File: config.mk
export PLATFORM = sky130hd
export DESIGN_NAME = lcm_add
export DESIGN_NICKNAME = d
export VERILOG_FILES = /design/src/rtl/lcm_add.sv
export SDC_FILE = /design/constraint.sdc
export NUM_CORES = 1
export LEC_CHECK = 0
export CAP_MARGIN = 20
export CORE_ASPECT_RATIO = 1.4
export CORE_MARGIN = 5
export CORE_UTILIZATION = 53
export DETAILED_ROUTE_END_ITERATION = 10
export GPL_TIMING_DRIVEN = 0
export PLACE_DENSITY_LB_ADDON = 0.3
export RECOVER_POWER = 50
export SYNTH_ARGS = -nofsm -noshare
export SYNTH_HDL_FRONTEND = slang
export SYNTH_SLANG_ARGS = --single-unit
File: constraint.sdc
create_clock -name clk_i -period 2.7 [get_ports clk_i]
set_input_delay 0.27 -clock clk_i [delete_from_list [all_inputs] [get_ports clk_i]]
set_output_delay 0.27 -clock clk_i [all_outputs]
set_load 0.02 [all_outputs]
File: src/rtl/lcm_add.sv
// Iterative LCM by repeated addition with a start/busy/done handshake.
// Define LCM_ADD_ITER_COUNT_EN to add the iters_o addition-step counter port.
module lcm_add #(
    parameter int WIDTH = 32
) (
    input  logic             clk_i,
    input  logic             rst_i,
    input  logic             start_i,
    input  logic [WIDTH-1:0] a_i,
    input  logic [WIDTH-1:0] b_i,
    output logic             busy_o,
    output logic             done_o,
    output logic [WIDTH-1:0] lcm_o,
`ifdef LCM_ADD_ITER_COUNT_EN
    output logic [WIDTH-1:0] iters_o,
`endif
    output logic             ovf_o
);

    typedef enum logic {IDLE = 1'b0, RUN = 1'b1} state_t;

    state_t state_q, state_d;

    logic [WIDTH-1:0] ra_q, ra_d, rb_q, rb_d;
    logic [WIDTH-1:0] ma_q, ma_d, mb_q, mb_d;
    logic [WIDTH-1:0] lcm_q, lcm_d;
    logic             ovf_q, ovf_d;
    logic             done_q, done_d;
    logic [WIDTH:0]   sumA, sumB;
`ifdef LCM_ADD_ITER_COUNT_EN
    logic [WIDTH-1:0] iters_q, iters_d;
`endif

    always_ff @(posedge clk_i) begin
        if (!rst_i) begin
            state_q <= IDLE;
        end else begin
            state_q <= state_d;
        end
    end

    // The extra top bit of each sum is the carry that flags overflow.
    assign sumA = {1'b0, ma_q} + {1'b0, ra_q};
    assign sumB = {1'b0, mb_q} + {1'b0, rb_q};

    always_comb begin
        state_d = state_q;
        ra_d    = ra_q;
        rb_d    = rb_q;
        ma_d    = ma_q;
        mb_d    = mb_q;
        lcm_d   = lcm_q;
        ovf_d   = ovf_q;
        done_d  = 1'b0;
`ifdef LCM_ADD_ITER_COUNT_EN
        iters_d = iters_q;
`endif
        case (state_q)
            IDLE: begin
                if (start_i) begin
                    ra_d    = a_i;
                    rb_d    = b_i;
                    ma_d    = a_i;
                    mb_d    = b_i;
                    state_d = RUN;
`ifdef LCM_ADD_ITER_COUNT_EN
                    iters_d = '0;
`endif
                end
            end
            RUN: begin
                if (ra_q == '0 || rb_q == '0) begin
                    lcm_d   = '0;
                    ovf_d   = 1'b0;
                    done_d  = 1'b1;
                    state_d = IDLE;
                end else if (ma_q == mb_q) begin
                    lcm_d   = ma_q;
                    ovf_d   = 1'b0;
                    done_d  = 1'b1;
                    state_d = IDLE;
                end else if (ma_q < mb_q) begin
`ifdef LCM_ADD_ITER_COUNT_EN
                    iters_d = iters_q + WIDTH'(1);
`endif
                    if (sumA[WIDTH]) begin
                        lcm_d   = '0;
                        ovf_d   = 1'b1;
                        done_d  = 1'b1;
                        state_d = IDLE;
                    end else begin
                        ma_d = sumA[WIDTH-1:0];
                    end
                end else begin
`ifdef LCM_ADD_ITER_COUNT_EN
                    iters_d = iters_q + WIDTH'(1);
`endif
                    if (sumB[WIDTH]) begin
                        lcm_d   = '0;
                        ovf_d   = 1'b1;
                        done_d  = 1'b1;
                        state_d = IDLE;
                    end else begin
                        mb_d = sumB[WIDTH-1:0];
                    end
                end
            end
            default: state_d = IDLE;
        endcase
    end

    always_ff @(posedge clk_i) begin
        if (!rst_i) begin
            ra_q    <= '0;
            rb_q    <= '0;
            ma_q    <= '0;
            mb_q    <= '0;
            lcm_q   <= '0;
            ovf_q   <= 1'b0;
            done_q  <= 1'b0;
`ifdef LCM_ADD_ITER_COUNT_EN
            iters_q <= '0;
`endif
        end else begin
            ra_q    <= ra_d;
            rb_q    <= rb_d;
            ma_q    <= ma_d;
            mb_q    <= mb_d;
            lcm_q   <= lcm_d;
            ovf_q   <= ovf_d;
            done_q  <= done_d;
`ifdef LCM_ADD_ITER_COUNT_EN
            iters_q <= iters_d;
`endif
        end
    end

    always_comb begin
        busy_o = (state_q == RUN);
        done_o = done_q;
        lcm_o  = lcm_q;
        ovf_o  = ovf_q;
`ifdef LCM_ADD_ITER_COUNT_EN
        iters_o = iters_q;
`endif
    end

endmodule

==> qor.yml <==
setup_path:
  startpoint_type: "register"
  reg2reg_from: "ra_q[25]$_SDFFE_PN0P_"
  end_kind: "register"
  cp_max_fo: 5
  worstRegToRegCells: 13
  r2r_slack_ps: -830
  critPathKind: "reg -> reg"
  worstReg2RegEnd: "ma_q[8]$_SDFFE_PN0P_"
  crit_required_ps: 2990
  arrival_ps: 3820
synth:
  async_flop_share_pct: 0
  syn_avg_cell_area_um2: 7.92
  synth_edf_count: 0
  postSynthRegisterBits: 163
  synth_cells: 1361
  synth_top_area_share_pct: 30.3
  synth_largest_area_cell: "dfxtp_1"
  netlist_area_um2: 10800
  synth_warnings: 0
  yosysUniqueCellTypes: 75
  yosysMostFrequentCell: "nand2_1"
  synth_ff_type: "dfxtp_1"
  synth-seq-area-share_pct: 30.3
  synthTopCellsByCount: "nand2_1, a21oi_1, dfxtp_1"
  ys_top_cells_by_area: "dfxtp_1, ha_1, a21oi_1, nand2_1, mux2i_1"
  synth.net_count: 1526
grt:
  track_usage_pct: 35.5
  antenna_found_initial: 1
  grtUsageMet3_pct: 7.72
  overflow: 0
  use_met2_pct: 58.7
  grt_start_max_net_pins: 19
  grt.busiest_layer: "met2"
  grt_util_met1_pct: 39.1
  grt_pass1_vias: 12100
  grt_pass1_wl_mm: 63.9
final_layout:
  fin_util_pct: 77.5
  multi_input_area_um2: 8250
  syn_to_final_growth_pct: 43.3
  stdcell_count: 1845
  nets: 1745
  layout-drive-gt1-share_pct: 30.4
  insertedDiodeCount: 0
  seq_area_um2: 3360
  fillCellCount: 1165
timing:
  min_period_over_period_pct: 131
  setup_slack_ps: -833
  rsz0062_at_grt: "yes"
  setup_violations: 163
  setup_tns_ps: -95840
  period_minus_slack_ps: 3530
  timing.final.hold_violations: 0
  clock.fmax_mhz: 283
  report.final.slew_viol_count: 0
  worst_pin_slew_ps: 1320
  slew_headroom_pct: 11.9
  fin_skew_ps: 11.1
  hold_slack_ps: 385
power_and_ir_drop:
  leakagePower_uw: 0.00638
  vdd_drop_max_mv: 0.609
  finalPower_uw: 15000
  p_per_area_nw_per_um2: 969
detailed_routing:
  drt-total-wl_mm: 50.1
  wl_per_cell_um: 27.2
  vias_per_cell: 7.08
  firstDrtPassIters: 8
  route.detailed.drc: 0
  ant_nets: 0
  vias: 13100
  drt-initial-drc-count: 2333
placement:
  portBuffers: 100
  routabilityCongestion: 0.966
  dp_cells: 1713
  hpwlAfterDp_mm: 27.4
clock_tree:
  cts.clk_slew.worst_paths_ps: 70
  clk_root_buffer_cell: "clkbuf_16"
  cts_buffers: 17
  clkLatencyLatePin_ps: 460
  clk_path_buf_depth: 2
  cts.sinks: 163
  cts-htree-levels: 4
  cts_tree: "built"
  hold_buffers: 0
floorplanning:
  pin_count: 102
  dieArea_um2: 23300
  start_util_pct: 54.1
  rows: 61
  die_height_um: 179
  die_w_um: 131
  core_um2: 19900
flow_run:
  drv_cap: 0
min_path:
  hp-start: "b_i[0]"
  min_path_type: "in -> reg"
  worstHoldEndpoint: "rb_q[0]$_SDFFE_PN0P_"
  min_path_cells: 3
outcome:
  outcome: "finished with violations"
  failed_checks: "negative setup slack"
## worst max path at each step
stage,startpoint,to,cells past startpoint
2_1_floorplan,mb_q[0]$_SDFFE_PN0P_,mb_q[28]$_SDFFE_PN0P_,12
4_1_cts,mb_q[0]$_SDFFE_PN0P_,mb_q[28]$_SDFFE_PN0P_,13
3_3_place_gp,ra_q[1]$_SDFFE_PN0P_,ma_q[25]$_SDFFE_PN0P_,10
6_report,ra_q[25]$_SDFFE_PN0P_,ma_q[8]$_SDFFE_PN0P_,13
5_1_grt,mb_q[29]$_SDFFE_PN0P_,ma_q[29]$_SDFFE_PN0P_,14
3_5_place_dp,ma_q[4]$_SDFFE_PN0P_,ma_q[25]$_SDFFE_PN0P_,10
## per-stage QoR
stage / setup WS, ps / cell area [um^2]
detailed placement: -859 / 12200
CTS: -384 / 14700
finish: -833 / 15400
floorplan: -208 / 10900
global route: -835 / 15400
global placement: -934 / 12200
## routing by layer
layer / up-vias / share of wire, %
li1: 5409 / -
met4: 2 / 12
met5: - / 0.026
met2: 1213 / 43
met3: 557 / 14
met1: 5874 / 31
## sequential cells by signal, indices dropped and copies added (netlist names)
| register | flops |
|---|---|
| lcm_o | 32 |
| ma_q | 32 |
| mb_q | 32 |
| ra_q | 32 |
| rb_q | 32 |
| busy_o | 1 |
| done_o | 1 |
| ovf_o | 1 |
## timing repair
action / CTS / global route
pin swaps: 95 / 80
cloned: 12 / 4
resized for setup: 278 / 171
endpoints found under the setup margin: 99 / 152
setup buffers: 78 / 30
## placed cells by master, fill, tap and decap left out, types with 43 or more instances in the layout
master | netlist | layout
dfxtp_2 | 0 | 45
o21ai_0 | 64 | 45
a21oi_2 | 1 | 44
dfxtp_1 | 163 | 108
buf_6 | 4 | 43
nand2_1 | 204 | 203
inv_1 | 54 | 46
buf_4 | 1 | 59
a21oi_1 | 191 | 141
ha_1 | 96 | 68
clkdlybuf4s50_1 | 0 | 65
nor2_1 | 75 | 55
## final cells by class
class	instances	area share, %
tap	252	2.04
timing repair buffer	210	13.9
multi-input combinational	1066	53.4
clock inverter	15	1.05
clock buffer	17	2.75
buffer	67	3.78
inverter	55	1.34
sequential	163	21.7
## critical path, cell delays in order (launching register included)
cell      delay [ps]
dfxtp_2          350
nor4_1           580
nand4_1          500
o22ai_1          550
nor2b_4          100
nor4bb_4         190
nand3_4          160
o31ai_4          150
buf_6            250
buf_6            140
buf_8            130
buf_4            130
nor2_1            80
a211oi_1          50
## kinds of logic after synthesis
group                    Yosys count  synth area share (%)
AO/OA/AOI/OAI                    470                  28.2
multiplexers                      33                  3.06
adder cells (fa/ha/maj)           98                  11.5
XOR/XNOR                          50                  4.06
buffers and inverters            133                  5.48
flip-flops                       163                  30.3
AND/OR/NAND/NOR                  414                  17.4
## where the power goes
part	switching, uW	total [uW]	internal (uW)
clock	1230	2470	1240
sequential	671	3550	2880
combinational	5010	8940	3930
total	6910	15000	8050
(Power assumes the default switching activity.)
